File: src/rtl/tod_pkg.sv
// Shared time-of-day types and helpers for tod_alarm_timer.
// Optional build macro used by the block: TOD_ALARM_TIMER_AUTODISARM_EN.
package tod_pkg;

    typedef logic [4:0] hour_t;
    typedef logic [5:0] min_t;

    typedef struct packed {
        hour_t hour;
        min_t  min;
    } tod_t;

    localparam int MIN_PER_HOUR = 60;

    // True when the time is a legal clock reading for a day of hours_per_day hours.
    function automatic logic tod_valid(input tod_t t, input int hours_per_day);
        logic ok_s;
        ok_s = (int'(t.min) < MIN_PER_HOUR) && (int'(t.hour) < hours_per_day);
        return ok_s;
    endfunction

endpackage

File: src/rtl/tod_alarm_chan.sv
// One alarm channel: stored value/arm bit, compare against the incoming time, pulse and sticky pending.
// With TOD_ALARM_TIMER_AUTODISARM_EN defined, a firing channel disarms itself (one-shot).
module tod_alarm_chan
    import tod_pkg::*;
#(
    parameter int HOURS_PER_DAY = 24
) (
    input  logic clk,
    input  logic rst_n,
    input  logic we,
    input  tod_t wr_value,
    input  logic wr_arm,
    input  logic ack,
    input  logic time_change,
    input  tod_t time_next,
    output logic pulse,
    output logic pending
);

    tod_t value_r;
    logic arm_r;
    logic pulse_r;
    logic pending_r;
    logic fire_s;

    // Fire only when the time registers are about to take on this channel's (pre-write) value.
    always_comb begin
        fire_s = arm_r && time_change && (time_next == value_r)
                 && tod_valid(value_r, HOURS_PER_DAY);
    end

    // Channel state; a fire in the same cycle as an ack leaves pending set.
    always_ff @(posedge clk) begin
        if (!rst_n) begin
            value_r   <= tod_t'(11'd0);
            arm_r     <= 1'b0;
            pulse_r   <= 1'b0;
            pending_r <= 1'b0;
        end else begin
            pulse_r   <= fire_s;
            pending_r <= fire_s | (pending_r & ~ack);
            if (we) begin
                value_r <= wr_value;
                arm_r   <= wr_arm;
            end
`ifdef TOD_ALARM_TIMER_AUTODISARM_EN
            else if (fire_s) begin
                arm_r <= 1'b0;
            end
`endif
        end
    end

    assign pulse   = pulse_r;
    assign pending = pending_r;

endmodule

File: src/rtl/tod_alarm_timer.sv
// Time-of-day timer with minute prescaler, validated time load and N_ALARM alarm channels.
// Build option: TOD_ALARM_TIMER_AUTODISARM_EN makes every channel one-shot.
module tod_alarm_timer
    import tod_pkg::*;
#(
    parameter int TICKS_PER_MIN = 2,
    parameter int HOURS_PER_DAY = 24,
    parameter int N_ALARM       = 4,
    localparam int AW           = (N_ALARM > 1) ? $clog2(N_ALARM) : 1
) (
    input  logic               clk,
    input  logic               rst_n,
    input  logic               tick_en,
    input  logic               load_valid,
    input  logic [4:0]         load_hour,
    input  logic [5:0]         load_min,
    input  logic               alarm_we,
    input  logic [AW-1:0]      alarm_idx,
    input  logic [4:0]         alarm_hour,
    input  logic [5:0]         alarm_min,
    input  logic               alarm_arm,
    input  logic [N_ALARM-1:0] alarm_ack,
    output logic               minute_tick,
    output logic [10:0]        time_out,
    output logic [N_ALARM-1:0] alarm_pulse,
    output logic [N_ALARM-1:0] alarm_pending
);

    localparam int PW = (TICKS_PER_MIN > 1) ? $clog2(TICKS_PER_MIN) : 1;

    logic [PW-1:0] presc_r;
    logic [PW-1:0] presc_next_s;
    tod_t          time_r;
    tod_t          time_next_s;
    tod_t          load_tod_s;
    tod_t          adv_tod_s;
    tod_t          alarm_tod_s;
    logic          load_ok_s;
    logic          terminal_s;
    logic          change_s;
    logic          minute_tick_r;

    // Qualify the load request and detect the prescaler's terminal count.
    always_comb begin
        load_tod_s  = '{hour: load_hour, min: load_min};
        alarm_tod_s = '{hour: alarm_hour, min: alarm_min};
        load_ok_s   = load_valid && tod_valid(load_tod_s, HOURS_PER_DAY);
        terminal_s  = tick_en && (presc_r == PW'(TICKS_PER_MIN - 1));
    end

    // Time one minute later, with hour and day wrap.
    always_comb begin
        adv_tod_s = time_r;
        if (time_r.min == min_t'(MIN_PER_HOUR - 1)) begin
            adv_tod_s.min = 6'd0;
            if (time_r.hour == hour_t'(HOURS_PER_DAY - 1)) begin
                adv_tod_s.hour = 5'd0;
            end else begin
                adv_tod_s.hour = time_r.hour + 5'd1;
            end
        end else begin
            adv_tod_s.min = time_r.min + 6'd1;
        end
    end

    // Next time/prescaler: a valid load beats an advance and restarts the minute.
    always_comb begin
        time_next_s  = time_r;
        presc_next_s = presc_r;
        change_s     = 1'b0;
        if (load_ok_s) begin
            time_next_s  = load_tod_s;
            presc_next_s = PW'(0);
            change_s     = 1'b1;
        end else if (terminal_s) begin
            time_next_s  = adv_tod_s;
            presc_next_s = PW'(0);
            change_s     = 1'b1;
        end else if (tick_en) begin
            presc_next_s = presc_r + PW'(1);
        end else begin
            presc_next_s = presc_r;
        end
    end

    // Time, prescaler and minute tick registers.
    always_ff @(posedge clk) begin
        if (!rst_n) begin
            time_r        <= tod_t'(11'd0);
            presc_r       <= PW'(0);
            minute_tick_r <= 1'b0;
        end else begin
            time_r        <= time_next_s;
            presc_r       <= presc_next_s;
            minute_tick_r <= terminal_s & ~load_ok_s;
        end
    end

    for (genvar k = 0; k < N_ALARM; k++) begin : g_chan
        tod_alarm_chan #(
            .HOURS_PER_DAY(HOURS_PER_DAY)
        ) u_chan (
            .clk        (clk),
            .rst_n      (rst_n),
            .we         (alarm_we && (alarm_idx == AW'(k))),
            .wr_value   (alarm_tod_s),
            .wr_arm     (alarm_arm),
            .ack        (alarm_ack[k]),
            .time_change(change_s),
            .time_next  (time_next_s),
            .pulse      (alarm_pulse[k]),
            .pending    (alarm_pending[k])
        );
    end

    assign time_out    = time_r;
    assign minute_tick = minute_tick_r;

endmodule

File: config.mk
export PLATFORM = sky130hd
export DESIGN_NAME = tod_alarm_timer
export DESIGN_NICKNAME = d
export VERILOG_FILES = /design/src/rtl/tod_pkg.sv /design/src/rtl/tod_alarm_chan.sv /design/src/rtl/tod_alarm_timer.sv
export SDC_FILE = /design/constraint.sdc
export NUM_CORES = 1
export LEC_CHECK = 0
export ABC_AREA = 1
export CAP_MARGIN = 20
export CORE_MARGIN = 2
export CORE_UTILIZATION = 53
export DETAILED_ROUTE_END_ITERATION = 12
export GPL_ROUTABILITY_DRIVEN = 0
export PLACE_DENSITY = 0.8
export SLEW_MARGIN = 20
export SYNTH_ARGS = -nofsm -noshare
export SYNTH_HDL_FRONTEND = slang
export SYNTH_SLANG_ARGS = --single-unit
File: constraint.sdc
create_clock -name clk -period 2.2 [get_ports clk]
set_clock_uncertainty 0.2 [all_clocks]
set_input_delay 0.55 -clock clk [delete_from_list [all_inputs] [get_ports clk]]
set_output_delay 0.55 -clock clk [all_outputs]
set_load 0.005 [all_outputs]
; ---- Word-level counts from Yosys, hierarchy flattened
; Index checks and enable logic that the tools add are counted.
[op_classes]
eq_ne = 9
muxes = 7
bitwise_logic = 15
addsub = 3
n_reduce_logical = 25
n_lt_le_gt_ge = 10
[op_table]
columns = cell, n
row1 = 11-bit equality test, 4
row2 = "6-bit less-than comparator, second input constant", 5
row3 = "5-bit less-than comparator, second input constant", 5
row4 = 1-bit logical AND, 23
row5 = 11-bit 2-to-1 mux, 2
row6 = 5-bit 2-to-1 mux, 2
row7 = "6-bit by 1-bit adder with 6-bit output, second input constant", 1
row8 = "6-bit equality test, second input constant", 1
row9 = 6-bit 2-to-1 mux, 1
row10 = 1-bit inverter, 6
row11 = "5-bit by 1-bit adder with 5-bit output, second input constant", 1
row12 = 1-bit bitwise AND, 5
row13 = "5-bit equality test, second input constant", 1
row14 = "2-bit equality test, second input constant", 2
row15 = 1-bit bitwise OR, 4
row16 = 3-bit OR reduction, 1
row17 = "2-bit by 1-bit equality test with 1-bit output, second input constant", 1
row18 = 2-bit logical NOT, 1
row19 = 1-bit 2-to-1 mux, 2
row20 = "1-bit adder, second input constant", 1
[word_totals]
output_inout_bits = 20
register_bits = 69
input_bits = 34
wordCells = 93

; ---- Depth between registers and ports, before layout
; Gate-level depths: netlist of the first run.
[depth]
word_depth = 9
mapped_depth = 15
depth_no_buf = 15

; ---- Hierarchy
; Synthesis of the first run repeated with hierarchy kept, for this count alone.
[unflattened]
hier_cells = 618
area_unflattened_um2 = 3781.1
[modules_own_cells]
columns = mod, cells_per_inst, n_inst, seq_area_each_um2, area_per_inst_um2
row1 = tod_alarm_chan, 116, 4, 280.3, 714.4
row2 = tod_alarm_timer, 154, 1, 260.2, 923.4

; ---- Worst setup path before layout of the first run
; OpenSTA, ideal clock, no wires.
[synth_path]
kind = input-to-reg
start = input port load_hour[3]
end = register g_chan[2].u_chan.pulse_r
t_arrival_ns = 1.623
path_buffers = 1
required_ns = 1.936
setup_time_ns = 0.064
stages = 11
path_slack_ns = 0.313
cell_sequence = nand2_1 nand2_2 inv_2 nand2_4 buf_6 or2_1 nand2_1 nand2_1 a21oi_1 nand3b_1 nor2_1
[synth_between]
elab_chain_len = 7
elab_cells_between_ends = 9
classes_between = order compare: 1 / eq/ne: 1 / mux: 2 / reduce/logical: 5
[synth_lines]
columns = item, line
row1 = start: declaration, tod_alarm_timer.sv:15  ; input logic [4:0] load_hour,
row2 = 5-bit less-than comparator, tod_pkg.sv:18  ; ok_s = (int'(t.min) < MIN_PER_HOUR) && (int'(t.hour) < hours_per_day);
row3 = 1-bit logical AND, tod_pkg.sv:18
row4 = 1-bit logical AND, tod_alarm_timer.sv:47  ; load_ok_s = load_valid && tod_valid(load_tod_s, HOURS_PER_DAY);
row5 = 11-bit 2-to-1 mux / 1-bit 2-to-1 mux (equally long branches), tod_alarm_timer.sv:71  ; if (load_ok_s) begin
row6 = 11-bit equality test / 1-bit logical AND (equally long branches), tod_alarm_chan.sv:28  ; fire_s = arm_r && time_change && (time_next == value_r)
row7 = 1-bit logical AND *, tod_alarm_chan.sv:28
row8 = 1-bit logical AND *, tod_alarm_chan.sv:29  ; && tod_valid(value_r, HOURS_PER_DAY);
row9 = end signal: assignment, tod_alarm_chan.sv:40  ; pulse_r <= fire_s;
row10 = end: declaration, tod_alarm_chan.sv:22  ; logic pulse_r;
; Mark *: on every way between the ends. The rest lies on a longest branch, timed or not.
; A chain may end at the register's enable or synchronous reset.

; ---- Worst setup path after layout of the first run
[layout_path]
start = input port load_hour[3]
end = register g_chan[3].u_chan.pending_r
[layout_between]
elab_chain_len = 8
elab_cells_between_ends = 10
classes_between = order compare: 1 / eq/ne: 1 / mux: 2 / bitwise: 1 / reduce/logical: 5
[layout_lines]
columns = item, line
row1 = 5-bit less-than comparator, tod_pkg.sv:18
row2 = 1-bit logical AND, tod_pkg.sv:18
row3 = 1-bit logical AND, tod_alarm_timer.sv:47
row4 = 11-bit 2-to-1 mux / 1-bit 2-to-1 mux (equally long branches), tod_alarm_timer.sv:71
row5 = 11-bit equality test / 1-bit logical AND (equally long branches), tod_alarm_chan.sv:28
row6 = 1-bit logical AND *, tod_alarm_chan.sv:28
row7 = 1-bit logical AND *, tod_alarm_chan.sv:29
row8 = 1-bit bitwise OR *, tod_alarm_chan.sv:41  ; pending_r <= fire_s | (pending_r & ~ack);
row9 = end signal: assignment, tod_alarm_chan.sv:41
row10 = end: declaration, tod_alarm_chan.sv:23  ; logic pending_r;
; Marked as above.

==> results of run 1 <==
power breakdown:
group	total [mW]	internal (mW)	switching (mW)
Combinational	0.743	0.323	0.421
Clock	1.18	0.667	0.511
Sequential	1.37	1.31	0.0547
metal layers:
| metal | GRT usage | share of wire | vias to the layer above |
|---|---|---|---|
| met5 | 0 | 0 | - |
| met4 | 0.163 | 0.043 | 0 |
| met3 | 0.0532 | 0.081 | 47 |
| met2 | 0.537 | 0.47 | 238 |
| met1 | 0.400 | 0.40 | 1922 |
| li1 | - | - | 2084 |
worst paths after layout:
check / from / endpoint / slack [ns]
worst max register to register: time_out[1] / g_chan[3].u_chan.pending / 0.08
worst max-delay path: load_hour[3] / g_chan[3].u_chan.pending / 0.01
worst min register to register: g_chan[0].u_chan.value_r[1] / g_chan[0].u_chan.value_r[1] / 0.27
worst min-delay path: g_chan[0].u_chan.value_r[1] / g_chan[0].u_chan.value_r[1] / 0.27
metrics by stage:
step                      instances  hold WS (ns)
after floorplan                 583         0.241
after global placement          756         0.252
after detailed placement        756         0.258
after CTS                       778         0.269
after global routing            782         0.295
final                           782         0.271
what timing repair did:
action                                  in CTS  in global routing
endpoints found under the setup margin       8                  8
gates cloned                                 1                  0
resized for setup                           26                 35
buffers inserted                             5                  4
pin swaps                                   11                 15
synthesized netlist by cell type (2+ instances only):
master	instances	area, sq um
xnor2_1	2	17.5
nand2_1	139	522
nand3b_1	10	75.1
nand2_4	4	45.0
nand4_1	13	81.3
nor2_2	3	18.8
o21ai_1	2	10.0
inv_2	4	15.0
ha_1	2	25.0
nand3_1	58	290
nand3_4	2	35.0
or2_2	2	12.5
o21ai_0	52	260
nand2_2	10	62.6
nand3_2	4	40.0
dfxtp_1	69	1380
clkbuf_1	15	56.3
a21oi_1	51	255
nor2_1	60	225
inv_1	65	244
buf_4	8	60.1
logic make-up (layout without fill, tap and decap cells):
group,count (synthesis),after routing
buf+inv,95,197
fa+ha+maj,2,2
compound gates,107,107
xor+xnor,2,2
simple gates,308,309
flops,69,69
sequential cells by signal, summed over array words and instances, names as in the netlist:
register	count
minute_tick	1
g_chan.u_chan.pending	4
g_chan.u_chan.pulse	4
g_chan.u_chan.value_r	44
presc_r	1
time_out	11
g_chan.u_chan.arm_r	4
cell type report:
class	count	area [sq um]	share of cell area
Timing Repair Buffer	110	981	0.190
Multi-Input combinational cell	420	2180	0.422
Clock inverter	6	86.3	0.0167
Tap cell	96	120	0.0232
Inverter	71	272	0.0525
Clock buffer	10	138	0.0266
Sequential cell	69	1390	0.269
critical path, stage by stage:
cell and delay (ns):
dlygate4sd2_1 0.25, nand2_1 0.08, nand2_2 0.10, nor2_4 0.26
buf_4 0.16, nand2_2 0.10, buf_4 0.16, nand3_1 0.07
nand4_1 0.16, nor2_1 0.19, nand3_2 0.12, nand2_1 0.09
==> results.sh, run 1 <==
export IMPL_core_area_sq_um=6870
export IMPL_antenna_found_initial=0
export IMPL_crit_required_ns=2.30
export IMPL_nets=717
export IMPL_syn_to_final_growth_pct=36.3
export IMPL_cap_violations=0
export IMPL_synthAdderAreaFrac=0.00660
export IMPL_period_needed_ns=2.19
export IMPL_dieArea_sq_um=7850
export IMPL_synth_nets=619
export IMPL_wl_microns=12300
export IMPL_cts_sinks=69
export IMPL_grt_max_degree=26
export IMPL_drive_gt1_frac=0.207
export IMPL_die_y_microns=88.6
export IMPL_synth_simple_gate_area_share=0.377
export IMPL_yosysUniqueCellTypes=29
export IMPL_ys_seq_area_frac=0.364
export IMPL_synth_top_family_by_area="simple AND/OR/NAND/NOR gates"
export IMPL_dr_pass1_iters=6
export IMPL_rows=30
export IMPL_synth_ff_type="dfxtp_1"
export IMPL_cp_max_fo=8
export IMPL_cts_max_level=3
export IMPL_cts_buffers=9
export IMPL_synth_edf_count=0
export IMPL_initial_core_util=0.552
export IMPL_hold_path_depth=2
export IMPL_setup_violations=0
export IMPL_fill_cells=533
export IMPL_synthCells=583
export IMPL_overflow=0
export IMPL_worstMarginPinSlew_ns=0.299
export IMPL_p_leak_nw=2.31
export IMPL_drt_drc_violations_left=0
export IMPL_p_total_mw=3.29
export IMPL_synth_compound_area_frac=0.143
export IMPL_setup_slack_ns=0.0137
export IMPL_ys_async_sr_fraction=0
export IMPL_worst_ep_arrival_time_ns=2.29
export IMPL_final_common_cell="nand2_1"
export IMPL_ant_nets=0
export IMPL_ys_ff_latch=69
export IMPL_slew_violations=0
export IMPL_grt_first_pass_wirelength_microns=19100
export IMPL_max_slew_margin=0.800
export IMPL_vias=4291
export IMPL_path_clk_slew_ns=0.08
export IMPL_final_area_sq_um=5170
export IMPL_routedWlPerCell_microns=15.7
export IMPL_clk_latency_ns=0.36
export IMPL_cts_tree="done"
export IMPL_layout_common_cells="nand2_1 (124), dfxtp_1 (67), inv_1 (64)"
export IMPL_period_share=0.994
export IMPL_synth_xor_area_frac=0.00462
export IMPL_r2r_cells=13
export IMPL_syn_avg_cell_area_sq_um=6.50
export IMPL_drt_iter0_markers=391
export IMPL_yosys_mux_area_fraction=0
export IMPL_hold_violations=0
export IMPL_crit_path_start_kind="input pin"
export IMPL_setup_tns_ns=0
export IMPL_place_area_sq_um=4700
export IMPL_ios=54
export IMPL_syn_area_sq_um=3790
export IMPL_outcome="finished, final reports clean"
export IMPL_hold_buffers=0
export IMPL_hpwlAfterDp_microns=8880
export IMPL_postLayoutCoreUtil=0.752
export IMPL_cts_buffer_depth=2
export IMPL_power_density_nw_per_um2=636
export IMPL_hp_class="flip-flop to flip-flop"
export IMPL_die_w_microns=88.6
export IMPL_detailedPlace_worstSlack_ns=-0.575
export IMPL_vdd_drop_max_mv=0.385
export IMPL_grtUsageTotal=0.321
export IMPL_root_buffer="clkbuf_8"
export IMPL_grt_pass1_vias=4075
export IMPL_vias_per_cell=5.49
export IMPL_crit_path_end_kind="flip-flop"
export IMPL_max_freq_mhz=457
export IMPL_yosysWarnings=0
export IMPL_critPathKind="input pin to flip-flop"
export IMPL_num_antenna_cells=0
export IMPL_port_buffers=53
Power figures use the tool's default switching activity.
==> run 2, diff against run 1 <==
CTS_BUF_LIST = sky130_fd_sc_hd__clkbuf_2   (was not set)
SLEW_MARGIN = 30   (was 20)
clock period = 2.5 ns   (was 2.2 ns; I/O delays follow)
==> results.sh, run 2 (same netlist as run 1, synthesis figures left out) <==
export IMPL_critPathKind="input pin to flip-flop"
export IMPL_p_leak_nw=2.12
export IMPL_drt_iter0_markers=359
export IMPL_die_y_microns=88.6
export IMPL_drt_drc_violations_left=0
export IMPL_hold_violations=0
export IMPL_crit_required_ns=2.77
export IMPL_crit_path_start_kind="input pin"
export IMPL_cts_sinks=69
export IMPL_largest_reg_flops=44
export IMPL_stdcell_count=764
export IMPL_post_cts_resized=0
export IMPL_max_slew_margin=0.790
export IMPL_overflow=0
export IMPL_num_antenna_cells=0
export IMPL_ios=54
export IMPL_layout_common_cells="nand2_1 (138), dfxtp_1 (68), inv_1 (65)"
export IMPL_setup_violations=0
export IMPL_die_w_microns=88.6
export IMPL_dieArea_sq_um=7850
export IMPL_root_buffer="clkbuf_2"
export IMPL_routedWlPerCell_microns=14.4
export IMPL_crit_path_end_kind="flip-flop"
export IMPL_drive_gt1_frac=0.133
export IMPL_p_total_mw=2.40
export IMPL_vias_per_cell=5.44
export IMPL_nets=700
export IMPL_final_common_cell="nand2_1"
export IMPL_post_cts_buffers=0
export IMPL_wl_microns=11000
export IMPL_cp_max_fo=9
export IMPL_max_freq_mhz=423
export IMPL_vias=4159
export IMPL_slew_violations=0
export IMPL_core_area_sq_um=6870
export IMPL_grtUsageTotal=0.297
export IMPL_r2r_start="time_out[0]"
export IMPL_cts_buffer_depth=2
export IMPL_grt_max_degree=26
export IMPL_antenna_found_initial=0
export IMPL_cts_buffers=9
export IMPL_outcome="finished, final reports clean"
export IMPL_hpwlAfterDp_microns=8560
export IMPL_rsz0062_at_grt="no"
export IMPL_period_needed_ns=2.37
export IMPL_final_area_sq_um=4730
export IMPL_rows=30
export IMPL_port_buffers=53
export IMPL_ant_nets=0
export IMPL_initial_core_util=0.552
export IMPL_grt_pass1_vias=3797
export IMPL_cts_max_level=3
export IMPL_place_area_sq_um=4620
export IMPL_vdd_drop_max_mv=0.320
export IMPL_path_clk_slew_ns=0.20
export IMPL_crit_start="load_min[5]"
export IMPL_clk_latency_ns=0.50
export IMPL_grt_first_pass_wirelength_microns=17700
export IMPL_period_share=0.947
export IMPL_syn_to_final_growth_pct=24.7
export IMPL_dr_pass1_iters=5
export IMPL_hold_start="g_chan[3].u_chan.value_r[6]"
export IMPL_power_density_nw_per_um2=508
export IMPL_worstMarginPinSlew_ns=0.315
export IMPL_cap_violations=0
export IMPL_place_inst=749
export IMPL_worst_ep_arrival_time_ns=2.64
export IMPL_postLayoutCoreUtil=0.689
export IMPL_hp_class="flip-flop to flip-flop"
export IMPL_cts_tree="done"
export IMPL_max_flop_register="g_chan.u_chan.value_r"
export IMPL_hold_buffers=0
[run 2: changes by cell type in the layout (fill, tap and decap cells not counted), moves of 6 or more]
cell / previous run / this run
nand3_1: 49 / 58
buf_4: 53 / 41
nand3_2: 10 / 4
nand2_2: 23 / 11
nand2_1: 124 / 138
clkbuf_2: 1 / 10
dlygate4sd2_1: 6 / 0
nor2_1: 53 / 60
clkbuf_8: 10 / 0
clkdlybuf4s50_1: 45 / 53
[run 2: final cells by class]
class / instances / area (sq um)
Clock inverter: 5 / 52.6
Timing Repair Buffer: 94 / 838
Clock buffer: 10 / 50.0
Tap cell: 96 / 120
Fill cell: 625 / 2140
Sequential cell: 69 / 1380
Inverter: 71 / 269
Multi-Input combinational cell: 419 / 2020
[run 2: power by group]
part	leakage (nW)	switching (mW)	internal, mW
combinational	1.49	0.326	0.247
clock	0.0692	0.399	0.225
sequential	0.565	0.0470	1.16
total	2.12	0.772	1.63
[run 2: path summary, 6_finish.rpt]
kind / end / slack [ns] / cells after the start
worst max-delay path: g_chan[3].u_chan.pending / 0.13 / 13
worst min-delay path: g_chan[3].u_chan.value_r[6] / 0.28 / 2
worst max register to register: g_chan[3].u_chan.pending / 0.14 / 14
worst min register to register: g_chan[3].u_chan.value_r[6] / 0.28 / 2
[run 2: metrics by stage]
step	TNS (ns)	worst slack, ns	hold slack, ns
after floorplan	0	0.538	0.241
after global placement	-1.97	-0.285	0.253
after detailed placement	-2.19	-0.328	0.257
after CTS	0	0.0577	0.278
after global routing	0	0.00720	0.296
final	0	0.134	0.278
[run 2: critical path, cell delays in order]
cell and delay (ns):
clkdlybuf4s50_1 0.48, nand2_1 0.07, nor2_1 0.19, nor2_4 0.09
nor2_1 0.16, nand2_1 0.16, nand3_2 0.14, nand2_1 0.08
nand2_1 0.10, nand3_1 0.09, nor2_1 0.17, nand3_1 0.18
nand2_1 0.09
[run 2: routing by layer]
layer | track usage | part of all wire | vias to the layer above | wire, microns
li1 | - | - | 2046 | -
met1 | 0.388 | 0.41 | 1836 | 4480
met2 | 0.481 | 0.46 | 234 | 5050
met3 | 0.0410 | 0.093 | 43 | 1020
met4 | 0.150 | 0.039 | 0 | 432
met5 | 0 | 0 | - | 0
==> RTL change 1: new RTL, flow settings as in run 2 <==
The option `TOD_ALARM_TIMER_AUTODISARM_EN` is turned on by a define.
--- a/src/rtl/tod_alarm_chan.sv
+++ b/src/rtl/tod_alarm_chan.sv
@@ -1,5 +1,7 @@
 // One alarm channel: stored value/arm bit, compare against the incoming time, pulse and sticky pending.
 // With TOD_ALARM_TIMER_AUTODISARM_EN defined, a firing channel disarms itself (one-shot).
+`define TOD_ALARM_TIMER_AUTODISARM_EN
+
 module tod_alarm_chan
     import tod_pkg::*;
 #(
Check against the original RTL: not equivalent (a bounded check fails within 4 cycles, from zero or initial values and one cycle with rst_n low).
==> RTL change 1 against run 2 <==
Setup slack lost 0.012 ns. Synthesized cell count grew 9.9%. Cell area grew 8.8%. First-iteration DRC count grew 20%. Sequential cell count is the same. Wire length grew 21%. Total power grew 1.4%. Synthesized area grew 7.9%.
==> RTL change 1: results (changes against run 2) <==
metric;value;unit;change
clk_share;1.56;%;-0.61 points
slew_headroom;54.9;%;-24 points
n_all_inverters;77;;+8.5%
grt_max_degree;28;;+7.7%
synthCells;641;;+9.9%
fin_nets;772;;+10%
drive_gt1_share;15.8;%;+2.5 points
grt_use_met2;51.4;%;+3.3 points
status;finished, final reports clean;;
wl_met2;5980;um;+18%
sh_seq_area;27.0;%;-2.3 points
drtIter0Drc;431;;+20%
multi_input_gates;469;;+12%
powerDensity;473;nW/um^2;-6.8%
die_area;8440;um^2;+7.5%
ys_top_cells_by_area;dfxtp_1 34%, nand2_1 14%, nand3_1 8.1%;;
dpl_cell_area;5030;um^2;+8.7%
grt_pass1_wl;20800;um;+18%
yosysSeqAreaShare;33.8;%;-2.7 points
drt-vias-per-instance;5.60;;+2.8%
fill_cells;700;;+12%
cp_max_fo;4;;-5
clk_latency;0.55;ns;+0.05 ns
multi_input_area_share;44.6;%;+1.9 points
final-nonclk-buf-share;18.6;%;+0.90 points
wl_per_cell;15.7;um;+9.3%
syn_nets;677;;+9.4%
post-place-cells;827;;+10%
multiInputGateArea;2290;um^2;+14%
m1WireLength;5320;um;+19%
first_pass_iters;6;;+1
==> RTL change 1: changes by cell type in the layout (fill, tap and decap cells not counted), sizes merged, moves of 4 or more <==
cell,change
o211ai,+4
nand2,+20
inv,+6
or2,+4
nand4,+8
nand3,+7
nor2,+8
nand3b,-7
o22ai,+6
buf,+16
==> RTL change 1: cell families after synthesis <==
logic type	synth area share [%]
buffers and inverters	10.9
DFF	33.8
xor gates and xnor gates	0.428
AOI/OAI and AO/OA	14.6
and+or+nand+nor	39.7
adders and majority gates	0.612
==> RTL change 1: final timing paths <==
| path | start | endpoint | slack [ns] | cells past startpoint |
|---|---|---|---|---|
| max | time_out[6] | time_out[6] | 0.12 | 2 |
| min | g_chan[3].u_chan.value_r[0] | g_chan[3].u_chan.value_r[0] | 0.28 | 2 |
| max reg2reg | time_out[0] | g_chan[0].u_chan.arm_r | 0.19 | 16 |
| min reg2reg | g_chan[3].u_chan.value_r[0] | g_chan[3].u_chan.value_r[0] | 0.28 | 2 |
==> RTL change 2: new RTL, flow settings as in run 2 <==
Without the edit above. Reset style: asynchronous (`rst_n`), changed in 2 clocked blocks.
--- a/src/rtl/tod_alarm_chan.sv
+++ b/src/rtl/tod_alarm_chan.sv
@@ -30,7 +30,7 @@
     end
 
     // Channel state; a fire in the same cycle as an ack leaves pending set.
-    always_ff @(posedge clk) begin
+    always_ff @(posedge clk or negedge rst_n) begin
         if (!rst_n) begin
             value_r   <= tod_t'(11'd0);
             arm_r     <= 1'b0;
--- a/src/rtl/tod_alarm_timer.sv
+++ b/src/rtl/tod_alarm_timer.sv
@@ -84,7 +84,7 @@
     end
 
     // Time, prescaler and minute tick registers.
-    always_ff @(posedge clk) begin
+    always_ff @(posedge clk or negedge rst_n) begin
         if (!rst_n) begin
             time_r        <= tod_t'(11'd0);
             presc_r       <= PW'(0);
Function: differs if rst_n is asserted again (counterexample within 4 cycles, from zero or initial values and one cycle with rst_n low); with rst_n held inactive, the same outputs for 10 cycles.
==> RTL change 2 against run 2 <==
Global-route usage grew 0.24 points. Synthesized area grew 11%. Count of clock-buffer cells in the layout grew 1. Setup slack lost 0.026 ns. Sequential power grew 20%. Clock power grew 2%. Cell area grew 9.9%. Register-to-register slack gained 0.06 ns. Non-clock buffer count shrank 2. Highest routed layer unchanged. Final cell count grew 3.4%. Wire length grew 10%. Synthesized cell count grew 2.6%. Sequential cell count is the same. Total power grew 32%.
==> RTL change 2: results (changes against run 2) <==
metric;value;unit;change
grt_use_met2;50.8;%;+2.7 points
drive_gt1_share;13.1;%;-0.24 points
synth_mux_area_share;0;%;unchanged
synth_adder_area_share;0.595;%;-0.065 points
synth_commonest_cells;194 x nand2_1, 73 x inv_1, 69 x dfrtp_1, 63 x nand3_1, 51 x o21ai_0;;
grt_max_degree;70;;+170%
ff2ff_path_depth;13;;-1
fin_nets;719;;+2.7%
dpl.hpwl;9320;um;+8.8%
ys_async_sr_fraction;100;%;+100 points
synth_xor_area_share;0;%;-0.46 points
min_to;g_chan[3].u_chan.pending;;
peakVddDrop;0.397;mV;+24%
m1WireLength;4910;um;+9.6%
synth-main-ff-cell;dfrtp_1;;
timing.rr.end;g_chan[3].u_chan.pulse;;
drtIter0Drc;467;;+30%
status;finished, final reports clean;;
cp_max_fo;6;;-3
grt_util_met3;4.35;%;+0.25 points
clk_latency;0.54;ns;+0.04 ns
worstReg2RegStart;time_out[0];;
wl_met2;5840;um;+16%
powerDensity;611;nW/um^2;+20%
cp-endpoint;time_out[6];;
first_pass_iters;6;;+1
internal_power;1960;uW;+20%
ys_top_cells_by_area;dfrtp_1 41%, nand2_1 17%, nand3_1 7.5%;;
slew_headroom;76.0;%;-3.0 points
leakage;0.00267;uW;+26%
comb_cell_power;1090;uW;+90%
syn_avg_cell_area;7.03;um^2;+8.1%
slowest_delay;0.54;ns;+0.06 ns
synth_compound_area_share;7.71;%;-6.6 points
min-delay-start;g_chan[3].u_chan.pending;;
power_frac_seq;45.5;%;-4.6 points
use_met1;38.0;%;-0.79 points
routed-wl-met3;939;um;-7.9%
fill_cells;666;;+6.6%
setup.worst_path.start;time_out[6];;
track_usage;29.9;%;+0.24 points
wl_per_cell;15.3;um;+6.4%
crit_arrival;1.57;ns;-1.07 ns
crit_family;buffers and inverters;;
wirelength;12100;um;+10%
vias;4368;;+5.0%
grt_pass1_vias;4266;;+12%
synth_cell_types;27;;-6.9%
yosysSeqAreaShare;41.1;%;+4.6 points
grt_pass1_wl;20200;um;+14%
RTL change 2: through the flow:
step                      worst slack (ns)  cell area [um^2]  hold WS, ns
after floorplan                      0.499              4210        0.129
after global placement              -0.267              5070        0.271
after detailed placement            -0.299              5070        0.281
after CTS                           0.0987              5180        0.326
after global routing                0.0230              5200        0.344
final                                0.108              5200        0.320
RTL change 2: layout make-up:
| class | count | area (um^2) | share of cell area [%] |
|---|---|---|---|
| Timing Repair Buffer | 92 | 858 | 16.5 |
| Inverter | 77 | 289 | 5.56 |
| Clock buffer | 11 | 55.1 | 1.06 |
| Tap cell | 102 | 128 | 2.46 |
| Clock inverter | 5 | 51.3 | 0.987 |
| Sequential cell | 69 | 1730 | 33.2 |
| Multi-Input combinational cell | 434 | 2090 | 40.2 |
RTL change 2: repair_timing:
action | 4_1_cts | 5_1_grt
hold buffers | 1 | 0
endpoints found under the hold margin | 69 | 0
resized for setup | 0 | 3
setup endpoints to repair | 0 | 6
